## src/rtl/if_fetch_if.sv

```systemverilog
// Instruction-memory bus between the fetch stage and instruction memory.
// One outstanding request: req/addr handshake with gnt, data returned
// later with rvalid/rdata.
interface if_fetch_if;
  logic        imem_req;
  logic [31:0] imem_addr;
  logic        imem_gnt;
  logic        imem_rvalid;
  logic [31:0] imem_rdata;

  modport master (
    output imem_req,
    output imem_addr,
    input  imem_gnt,
    input  imem_rvalid,
    input  imem_rdata
  );

  modport slave (
    input  imem_req,
    input  imem_addr,
    output imem_gnt,
    output imem_rvalid,
    output imem_rdata
  );
endinterface

```

## src/rtl/if_fetch.sv

```systemverilog
// Instruction-fetch stage of the xRV32I pipeline.
// Holds the PC, issues one-outstanding-request reads to instruction memory,
// buffers one response across a stall and kills in-flight responses on a
// redirect. inst_valid/inst_out/inst_pc feed the IF/ID register directly.
// Optional build macro FETCH_ALIGN_CHECK_EN: flag misaligned redirect
// targets and park the fetcher until the next redirect or reset. Without
// it redirect targets are force-aligned and fetch_misalign is tied low.
//
// state | meaning
// ------+------------------------------------------------------------
// REQ   | request pc on the bus, wait for grant
// WAIT  | granted, waiting for rvalid
// HOLD  | response parked in buffer while IF/ID is stalled
// DRAIN | response of a killed request still due, discard it
module if_fetch #(
  parameter logic [31:0] RESET_PC = 32'h0000_0000
) (
  input  logic             clk,
  input  logic             rst,
  input  logic             stall_in,
  input  logic             redir_valid,
  input  logic [31:0]      redir_pc,
  if_fetch_if.master       bus,
  output logic             inst_valid,
  output logic [31:0]      inst_out,
  output logic [31:0]      inst_pc,
  output logic             fetch_misalign
);

  localparam logic [31:0] NOP = 32'h0000_0013;

  typedef enum logic [1:0] {
    S_REQ   = 2'd0,
    S_WAIT  = 2'd1,
    S_HOLD  = 2'd2,
    S_DRAIN = 2'd3
  } state_t;

  state_t      state_q, state_d;
  logic [31:0] pc_q, pc_d;
  logic [31:0] pc_inc;
  logic        vld_q, vld_d;
  logic [31:0] out_q, out_d;
  logic [31:0] ipc_q, ipc_d;
  logic [31:0] buf_inst_q, buf_inst_d;
  logic [31:0] buf_pc_q, buf_pc_d;
  logic        req;
  logic        outstanding;
  logic        fetch_block;
  logic [31:0] redir_tgt;

`ifdef FETCH_ALIGN_CHECK_EN
  logic mis_q, mis_d;
  logic redir_mis;

  // Misaligned targets are kept as-is and block fetching until cleared.
  assign redir_tgt      = redir_pc;
  assign redir_mis      = |redir_pc[1:0];
  assign fetch_block    = mis_q;
  assign fetch_misalign = mis_q;
`else
  logic unused_redir_lsb;

  // Low address bits are dropped, so the target is always word aligned.
  assign redir_tgt        = {redir_pc[31:2], 2'b00};
  assign unused_redir_lsb = |redir_pc[1:0];
  assign fetch_block      = 1'b0;
  assign fetch_misalign   = 1'b0;
`endif

  assign pc_inc        = pc_q + 32'd4;
  assign req           = (state_q == S_REQ) && !fetch_block;
  assign bus.imem_req  = req;
  assign bus.imem_addr = pc_q;

  assign inst_valid = vld_q;
  assign inst_out   = out_q;
  assign inst_pc    = ipc_q;

  // A response is still owed by memory after this edge: a redirect must drain it.
  assign outstanding = ((state_q == S_WAIT)  && !bus.imem_rvalid) ||
                       ((state_q == S_REQ)   && req && bus.imem_gnt) ||
                       ((state_q == S_DRAIN) && !bus.imem_rvalid);

  // Next-state logic; a redirect overrides every normal transition.
  always_comb begin
    state_d = state_q;
    case (state_q)
      S_REQ: begin
        if (req && bus.imem_gnt) state_d = S_WAIT;
      end
      S_WAIT: begin
        if (bus.imem_rvalid) state_d = stall_in ? S_HOLD : S_REQ;
      end
      S_HOLD: begin
        if (!stall_in) state_d = S_REQ;
      end
      S_DRAIN: begin
        if (bus.imem_rvalid) state_d = S_REQ;
      end
      default: state_d = S_REQ;
    endcase
    if (redir_valid) state_d = outstanding ? S_DRAIN : S_REQ;
  end

  // Datapath next values: PC, output register, stall buffer, misalign flag.
  always_comb begin
    pc_d       = pc_q;
    // Nothing loaded: drop valid unless IF/ID is holding.
    vld_d      = stall_in ? vld_q : 1'b0;
    out_d      = out_q;
    ipc_d      = ipc_q;
    buf_inst_d = buf_inst_q;
    buf_pc_d   = buf_pc_q;
`ifdef FETCH_ALIGN_CHECK_EN
    mis_d      = mis_q;
`endif

    if ((state_q == S_WAIT) && bus.imem_rvalid) begin
      pc_d = pc_inc;
      if (stall_in) begin
        buf_inst_d = bus.imem_rdata;
        buf_pc_d   = pc_q;
      end else begin
        vld_d = 1'b1;
        out_d = bus.imem_rdata;
        ipc_d = pc_q;
      end
    end

    if ((state_q == S_HOLD) && !stall_in) begin
      vld_d = 1'b1;
      out_d = buf_inst_q;
      ipc_d = buf_pc_q;
    end

    // Redirect kills whatever is in flight, buffered or presented.
    if (redir_valid) begin
      pc_d       = redir_tgt;
      vld_d      = 1'b0;
      buf_inst_d = 32'h0000_0000;
      buf_pc_d   = 32'h0000_0000;
`ifdef FETCH_ALIGN_CHECK_EN
      mis_d      = redir_mis;
`endif
    end
  end

  // FSM state register.
  always_ff @(posedge clk) begin
    if (!rst) state_q <= S_REQ;
    else      state_q <= state_d;
  end

  // Datapath registers.
  always_ff @(posedge clk) begin
    if (!rst) begin
      pc_q       <= RESET_PC;
      vld_q      <= 1'b0;
      out_q      <= NOP;
      ipc_q      <= 32'h0000_0000;
      buf_inst_q <= 32'h0000_0000;
      buf_pc_q   <= 32'h0000_0000;
`ifdef FETCH_ALIGN_CHECK_EN
      mis_q      <= 1'b0;
`endif
    end else begin
      pc_q       <= pc_d;
      vld_q      <= vld_d;
      out_q      <= out_d;
      ipc_q      <= ipc_d;
      buf_inst_q <= buf_inst_d;
      buf_pc_q   <= buf_pc_d;
`ifdef FETCH_ALIGN_CHECK_EN
      mis_q      <= mis_d;
`endif
    end
  end

endmodule

```

## src/flat_wrapper.sv

```systemverilog
// flat-port wrapper written by rule: the top's interface ports become plain ports
module if_fetch_flat 
#(
  parameter logic [31:0] RESET_PC = 32'h0000_0000
)
  (clk, rst, stall_in, redir_valid, redir_pc, inst_valid, inst_out, inst_pc, fetch_misalign, bus_imem_req, bus_imem_addr, bus_imem_gnt, bus_imem_rvalid, bus_imem_rdata);
  if_fetch_if bus_i ();
  input  logic clk;
  input  logic rst;
  input  logic stall_in;
  input  logic redir_valid;
  input  logic [31:0] redir_pc;
  output logic inst_valid;
  output logic [31:0] inst_out;
  output logic [31:0] inst_pc;
  output logic fetch_misalign;
  output wire logic [$bits(bus_i.imem_req)-1:0] bus_imem_req;
  output wire logic [$bits(bus_i.imem_addr)-1:0] bus_imem_addr;
  input wire logic [$bits(bus_i.imem_gnt)-1:0] bus_imem_gnt;
  input wire logic [$bits(bus_i.imem_rvalid)-1:0] bus_imem_rvalid;
  input wire logic [$bits(bus_i.imem_rdata)-1:0] bus_imem_rdata;
  assign bus_imem_req = bus_i.imem_req;
  assign bus_imem_addr = bus_i.imem_addr;
  assign bus_i.imem_gnt = bus_imem_gnt;
  assign bus_i.imem_rvalid = bus_imem_rvalid;
  assign bus_i.imem_rdata = bus_imem_rdata;
  if_fetch #(.RESET_PC(RESET_PC)) u_core (.clk(clk), .rst(rst), .stall_in(stall_in), .redir_valid(redir_valid), .redir_pc(redir_pc), .bus(bus_i), .inst_valid(inst_valid), .inst_out(inst_out), .inst_pc(inst_pc), .fetch_misalign(fetch_misalign));
endmodule
```

## config.mk

```make
export PLATFORM = sky130hd
export DESIGN_NAME = if_fetch_flat
export DESIGN_NICKNAME = d
export VERILOG_FILES = /design/src/rtl/if_fetch_if.sv /design/src/rtl/if_fetch.sv /design/src/flat_wrapper.sv
export SDC_FILE = /design/constraint.sdc
export NUM_CORES = 1
export LEC_CHECK = 0
export CAP_MARGIN = 20
export CORE_MARGIN = 8
export CORE_UTILIZATION = 27
export CTS_CLUSTER_DIAMETER = 40
export CTS_CLUSTER_SIZE = 12
export DETAILED_ROUTE_END_ITERATION = 7
export PLACE_DENSITY = 0.57
export SLEW_MARGIN = 20
export SYNTH_ARGS = -nofsm -noshare
export SYNTH_HDL_FRONTEND = slang
export SYNTH_SLANG_ARGS = --single-unit
```

## constraint.sdc

```tcl
create_clock -name clk -period 2.9 [get_ports clk]
set_input_delay 0.725 -clock clk [delete_from_list [all_inputs] [get_ports clk]]
set_output_delay 0.725 -clock clk [all_outputs]
set_load 0.03 [all_outputs]
```

Word level (Yosys, flattened, before mapping)
Cells that the tools add are included.

Add/sub/neg operators: 1. Multipliers: 0. Div/mod/pow operators: 0. Magnitude comparators: 0. Equality and inequality tests: 8. Shifts and indexed selects: 0. Muxes and demuxes: 20. Bitwise logic cells: 1. Reduce and logical (&&, ||, !) cells: 16.

Operators with widths (number): 2-to-1 mux 32 bit (8); adder 32 x 3 -> 32 bit (second input constant) (1); 2-to-1 mux 2 bit (7); != test 3 bit (second input constant) (4); case mux 2 bit (4 select lines) (1); logical AND 1 bit (5); == test 2 bit (second input constant) (2); 2-to-1 mux 1 bit (4); AND reduction 2 bit (2); AND reduction 4 bit (1); nonzero test 2 bit (2); == test 2 x 1 -> 1 bit (second input constant) (1); zero test 1 bit (2); zero test 2 bit (1); logical OR 1 bit (2); != test 2 x 1 -> 1 bit (second input constant) (1); OR reduction 2 bit (1); inverter 1 bit (1).

Register bits: 163. Bits in latches: 0. RAM bits: 0. Memory bits (read-only): 0. Input port bits: 70. Output and inout port bits: 99. Word-level logic and storage cells: 54. Memories: 0.

Logic depth before layout (Yosys ltp)
Gate-level depths: netlist (run 1).

Depth in word-level cells: 6. Depth in mapped cells: 8. Mapped depth without buffers: 5.

Least setup slack after synthesis (run 1)
Ideal clock, no wire load.

Path type: reg2reg. Start: reg u_core.pc_q[2], in the netlist u_core.bus.imem_addr[2]. End: reg u_core.pc_q[22], in the netlist u_core.bus.imem_addr[22]. Setup time: 0.074 ns. Arrival: 2.167 ns. Data required time: 2.826 ns. Slack: 0.659 ns. Cell stages (with the launch flop): 6. Path buffers: 0. Clock period less this slack: 2.241 ns. Cells stage by stage: dfxtp_1 > ha_1 > nand4_4 > or4_4 > or4_1 > a31oi_1.

Longest elaborated chain between the ends: 3.

RTL lines: start, declared (line if_fetch.sv:40) `logic [31:0] pc_q, pc_d;`; start signal, assigned (line if_fetch.sv:168) `pc_q <= pc_d;`; adder 32 x 3 -> 32 bit (line if_fetch.sv:71) `assign pc_inc = pc_q + 32'd4;`; 2-to-1 mux 32 bit (line if_fetch.sv:119) `if ((state_q == S_WAIT) && bus.imem_rvalid) begin`; 2-to-1 mux 32 bit (line if_fetch.sv:138) `if (redir_valid) begin`.

Every way passes these cells. The select of a mux whose other input is x is not followed. A chain may end at the register's enable or synchronous reset.

Worst setup path after layout (run 1)
Start: reg u_core.pc_q[9], in the netlist u_core.bus.imem_addr[9]. End: out bus_imem_addr[9].

RTL lines: end, declared (line flat_wrapper.sv:18) `output wire logic [$bits(bus_i.imem_addr)-1:0] bus_imem_addr;`.

No word-level cell between the ends.

==> impl_metrics.tcl, run 1 <==
set metrics [dict create \
    clock_path_buffers 2 \
    worstMarginPinSlew_ps 532 \
    synthArstFlopShare_pct 0 \
    fillers 2651 \
    start_util_pct 27.2 \
    crit_chain "clkdlybuf4s50_1" \
    yosys_register_bits 157 \
    status "finished, final reports clean" \
    wl_um 21900 \
    yosysUniqueCellTypes 51 \
    area_delta_synth_final_pct 37.4 \
    antenna_cells 0 \
    slew_headroom_pct 64.5 \
    grt.overflow.total 0 \
    cp.arrival_ps 1800 \
    worstSkewPairLatency_ps 420 \
    postCtsSetupRepairBufs 0 \
    finClkSkew_ps 9.81 \
    port-buffer-count 161 \
    grt_max_degree 69 \
    synth-edff-count 0 \
    antenna_found_initial 0 \
    syn_area_per_cell_um2 8.65 \
    std_cell_rows 59 \
    via_per_inst 4.91 \
    hold_viol 0 \
    pin_count 169 \
    postCtsHoldBufs 0 \
    clk_pin_slew_worst_paths_ps 60 \
    fin_setup_tns_ps 0 \
    finalCritPeriodShare_pct 87.0 \
    period_minus_slack_ps 2520 \
    fmax_mhz 397 \
    path_delay_family "buffers and inverters" \
    synthCells 809 \
    internal_power_uw 3940 \
    vdd_drop_max_uv 253 \
    routedWlPerCell_um 17.0 \
    die_area_um2 31300 \
    grt_pass1_wl_um 35000 \
    p_per_area_nw_per_um2 563 \
    place.gp.congestion 0.752 \
    holdCritPathClass "register to register" \
    drt_iter0_markers 391 \
    cp-start-kind "register" \
    track_usage_pct 14.0 \
    setup_viol 0 \
    grt_pass1_vias 6214 \
    dp_hpwl_um 15200 \
    cts_root_buf "clkbuf_16" \
    core_um2 25800 \
    seq_area_frac_synth_pct 44.9 \
    yosys_warnings 0 \
    crit_slowest_cell "clkdlybuf4s50_1" \
    vias 6329 \
    rsz0062_at_grt "no" \
    power_frac_comb_pct 16.4 \
    crit_buf_inv 1 \
    drv_slew 0 \
    drc 0 \
    drt_first_pass_iters 5 \
    final_nets 1018 \
    drive_above_1_share_pct 7.12 \
    critPathKind "register to output port" \
    max_stage_delay_ps 790 \
    cp.required_ps 2170 \
    clock-sinks 157 \
    htreeDepth 4 \
    synthFlopType "dfxtp_1" \
    clockPowerShare_pct 40.0 \
    finalPower_uw 5410 \
    p_switching_uw 1470 \
    cp_max_fo 8 \
    worstSetupEndpointType "output port" \
    p_leak_uw 0.00378 \
    die_w_um 177 \
    numCtsBuffers 17 \
    dieHeight_um 177 \
    cts_resized 0 \
    synth_area_um2 7000 \
    ant_nets 0 \
    cts_tree "yes" \
    seqPwrFrac_pct 43.6 \
    drv_cap 0 \
    switching_share_pct 27.2 \
]
flip-flops by register name, summed over array words and instances, names as in the netlist:
name                  count
u_core.inst_valid         1
u_core.bus.imem_addr     30
u_core.inst_pc           30
u_core.inst_out          32
u_core.state_q            2
u_core.buf_pc_q          30
u_core.buf_inst_q        32
routing by layer:
layer / up-vias / GRT usage, % / wire length, µm
li1: 3132 / - / -
met1: 3050 / 17.7 / 10100
met2: 125 / 22.7 / 10300
met3: 22 / 3.90 / 1140
met4: 0 / 4.59 / 415
met5: - / 0 / 0
cell usage in the layout (no fill, tap or decap), types with 8 or more instances in the layout:
cell type        synthesis  final
buf_12                   0      8
o211ai_1                 9      9
clkdlybuf4s50_1          0    160
clkbuf_16                0     17
o21ai_0                 23     23
nand3_1                 16     16
a31oi_1                  9      9
buf_4                    5     21
mux2i_1                 59     59
nand2_1                200    199
a21oi_1                 75     74
o211a_1                 62     62
nand4_1                 13     13
nor2_1                   8      8
nor3_1                  11     11
dfxtp_1                157    157
xnor2_1                  9      9
cell families after synthesis:
logic type | synth area share (%)
muxes | 8.44
DFF | 44.9
xor gates and xnor gates | 1.25
AOI/OAI and AO/OA | 19.9
and+or+nand+nor | 20.6
other | 0.0536
adders and majority gates | 0.179
buffers and inverters | 4.63
cell usage after synthesis, types with 2 or more instances:
cell | count | share of area (%)
or3_1 | 6 | 0.54
xnor2_1 | 9 | 1.1
inv_1 | 4 | 0.21
o211a_1 | 62 | 8.9
a21o_1 | 2 | 0.21
nor2b_1 | 4 | 0.36
nand3_1 | 16 | 1.1
nor2_1 | 8 | 0.43
or2_2 | 2 | 0.18
nand4_1 | 13 | 1.2
nand2_1 | 200 | 11
nor4_2 | 2 | 0.36
nor3_1 | 11 | 0.79
a21oi_1 | 75 | 5.4
buf_1 | 5 | 0.27
and3_1 | 4 | 0.36
mux2i_1 | 59 | 8.4
a211oi_1 | 5 | 0.54
and4_1 | 4 | 0.50
clkbuf_1 | 54 | 2.9
nand4b_1 | 2 | 0.25
nor4_1 | 7 | 0.63
o211ai_1 | 9 | 0.97
dfxtp_1 | 157 | 45
o21ai_0 | 23 | 1.6
buf_4 | 5 | 0.54
buf_2 | 10 | 0.72
or4_1 | 6 | 0.64
o31a_1 | 2 | 0.25
a31oi_1 | 9 | 0.80
nand2b_1 | 5 | 0.45
nor3b_1 | 6 | 0.64
o31ai_1 | 5 | 0.54
layout make-up:
| class | instances | area, µm² | share of cell area, % |
|---|---|---|---|
| repair buffers | 189 | 1920 | 20.0 |
| clock buffers | 20 | 457 | 4.75 |
| inverters | 4 | 15.0 | 0.156 |
| multi-input cells | 578 | 3570 | 37.1 |
| clock inverters | 7 | 93.8 | 0.976 |
| flip-flops and latches | 157 | 3140 | 32.7 |
| well taps | 335 | 419 | 4.36 |
metrics by stage:
stage | cell area, µm² | std cells | utilization (%) | setup slack (ps) | hold WS (ps)
final | 9610 | 1290 | 37.3 | 378 | 453
after global routing | 9610 | 1290 | 37.3 | 303 | 474
after CTS | 9610 | 1290 | 37.3 | 346 | 455
after detailed placement | 9060 | 1263 | 35.2 | 209 | 447
after global placement | 9060 | 1263 | 35.2 | 223 | 441
after floorplan | 7010 | 813 | - | 659 | 436
power by group through the flow:
stage                     clock network [µW]  registers (µW)  logic [µW]
final                                   2160            2360         889
after global placement                     0            2400         897
after floorplan                            0            2560         328
after CTS                               2230            2360         904
after global routing                    2310            2380         955
after detailed placement                   0            2410         900
worst paths after layout:
kind	cells after the start	end	slack, ps	from
setup reg to reg	4	u_core.bus.imem_addr[22]	790	u_core.bus.imem_addr[9]
hold / removal	2	u_core.buf_inst_q[30]	450	u_core.buf_inst_q[30]
hold reg to reg	2	u_core.buf_inst_q[30]	450	u_core.buf_inst_q[30]
setup / recovery	1	bus_imem_addr[9]	380	u_core.bus.imem_addr[9]
Power figures use the tool's default switching activity.
==> run 2: changes to the inputs <==
--- a/config.mk
+++ b/config.mk
@@ -7,11 +7,12 @@
 export LEC_CHECK = 0
 export CAP_MARGIN = 20
 export CORE_MARGIN = 8
-export CORE_UTILIZATION = 27
+export CORE_UTILIZATION = 54
 export CTS_CLUSTER_DIAMETER = 40
 export CTS_CLUSTER_SIZE = 12
 export DETAILED_ROUTE_END_ITERATION = 7
-export PLACE_DENSITY = 0.57
+export PLACE_DENSITY = 0.94
+export RECOVER_POWER = 100
 export SLEW_MARGIN = 20
 export SYNTH_ARGS = -nofsm -noshare
 export SYNTH_HDL_FRONTEND = slang
==> constraint.sdc (replaced) <==
create_clock -name clk -period 3 [get_ports clk]
set_input_delay 0.75 -clock clk [delete_from_list [all_inputs] [get_ports clk]]
set_output_delay 0.75 -clock clk [all_outputs]
set_load 0.03 [all_outputs]
==> impl_metrics.tcl, run 2 (same netlist as run 1, synthesis figures left out) <==
set metrics [dict create \
    track_usage_pct 23.9 \
    p_per_area_nw_per_um2 560 \
    cp-start-kind "primary input" \
    worstMarginPinSlew_ps 1190 \
    drc 0 \
    via_per_inst 5.89 \
    fin_setup_tns_ps 0 \
    antenna_found_initial 0 \
    clock_path_buffers 2 \
    core_um2 12600 \
    worstSkewPairLatency_ps 430 \
    setup_ws_ps 264 \
    power_frac_comb_pct 15.4 \
    clk_pin_slew_worst_paths_ps 50 \
    grt.met1_usage_pct 27.2 \
    use_met2_pct 40.8 \
    setup_viol 0 \
    dieHeight_um 130 \
    place.gp.congestion 0.852 \
    crit_chain "dlygate4sd3_1 > nand3b_2 > clkbuf_1 > a21oi_1 > clkbuf_4 > nand2_1 > o211a_1" \
    dpl_worst_slack_ps 251 \
    grt.overflow.total 0 \
    vdd_drop_max_uv 392 \
    mostFrequentLayoutCell "nand2_1" \
    clock-sinks 157 \
    p_leak_uw 0.00395 \
    pin_count 169 \
    p_switching_uw 1380 \
    drv_cap 0 \
    cp_max_fo 52 \
    drt_iter0_markers 685 \
    area_delta_synth_final_pct 32.8 \
    grt_pass1_wl_um 32000 \
    final_nets 1009 \
    routedWlPerCell_um 18.2 \
    busiest_layer "met2" \
    layout.cells.non_filler 1123 \
    rsz0062_at_grt "no" \
    fmax_mhz 366 \
    start_util_pct 55.4 \
    cp.arrival_ps 3040 \
    crit_start "bus_imem_rvalid" \
    worstSetupEndpointType "register" \
    wl_um 20400 \
    internal_power_uw 3830 \
    drive_above_1_share_pct 5.47 \
    finalCritPeriodShare_pct 91.2 \
    postCtsSetupRepairBufs 0 \
    cts_root_buf "clkbuf_16" \
    die_area_um2 16900 \
    port-buffer-count 161 \
    final_cell_mix "199 x nand2_1, 157 x dfxtp_1, 95 x dlygate4sd3_1" \
    cp.required_ps 3310 \
    finClkSkew_ps 6.98 \
    seqPwrFrac_pct 43.9 \
    htreeDepth 4 \
    place_inst 1091 \
    path_delay_family "buffers and inverters" \
    globalRouteMet3Util_pct 6.41 \
    status "finished, final reports clean" \
    grt_max_degree 73 \
    postCtsHoldBufs 0 \
    numCtsBuffers 17 \
    r2r_start "u_core.bus.imem_addr[2]" \
    drv_slew 0 \
    hp-start "u_core.buf_inst_q[18]" \
    crit_slowest_cell "dlygate4sd3_1" \
    hold_viol 0 \
    ant_nets 0 \
    slew_headroom_pct 21.0 \
    crit_buf_inv 3 \
    period_minus_slack_ps 2740 \
    cts_resized 0 \
    clockPowerShare_pct 40.7 \
    critPathKind "primary input to register" \
    drt_first_pass_iters 6 \
    switching_share_pct 26.4 \
    antenna_cells 0 \
    max_stage_delay_ps 650 \
    vias 6617 \
    grt_pass1_vias 6361 \
    holdCritPathClass "register to register" \
    die_w_um 130 \
    timing.hold.ws_ps 452 \
    dp_hpwl_um 13300 \
    cts_tree "yes" \
    std_cell_rows 41 \
    final_util_pct 73.6 \
]
==> run 2: metrics by stage <==
stage | area, µm² | total power (µW)
floorplan | 7010 | 2790
global placement | 8770 | 3150
detailed placement | 8770 | 3160
CTS | 9350 | 5270
global route | 9290 | 5390
finish | 9290 | 5200
==> run 2: routing by layer <==
metal / up-vias / routed length, µm
met5: - / 0
met4: 0 / 583
met3: 51 / 1660
met2: 286 / 10300
met1: 3152 / 7880
li1: 3128 / -
==> run 2: path summary, 6_finish.rpt <==
check	to	slack, ps	cells past startpoint
worst min register to register	u_core.buf_inst_q[18]	450	2
worst max register to register	u_core.bus.imem_addr[22]	650	5
worst max-delay path	u_core.inst_out[16]	260	7
worst min-delay path	u_core.buf_inst_q[18]	450	2
==> run 2: worst reg2reg max path, stage by stage (launching register included) <==
cell and delay [ps]:
dfxtp_1 490, ha_1 330, nand4_4 180, or4_1 610, or4_1 510, a31oi_1 160
==> run 2: final cells by class <==
class | instances | area [µm²]
Multi-Input combinational cell | 578 | 3530
Fill cell | 966 | 3330
Tap cell | 172 | 215
Clock buffer | 26 | 499
Timing Repair Buffer | 180 | 1800
Clock inverter | 6 | 82.6
Inverter | 4 | 15.0
Sequential cell | 157 | 3140
==> run 2: power by group through the flow <==
stage	logic [µW]	clock network [µW]	registers, µW
3_5_place_dp	836	0	2330
4_1_cts	845	2140	2290
2_1_floorplan	317	0	2470
6_report	802	2120	2280
5_1_grt	853	2240	2300
3_3_place_gp	822	0	2320
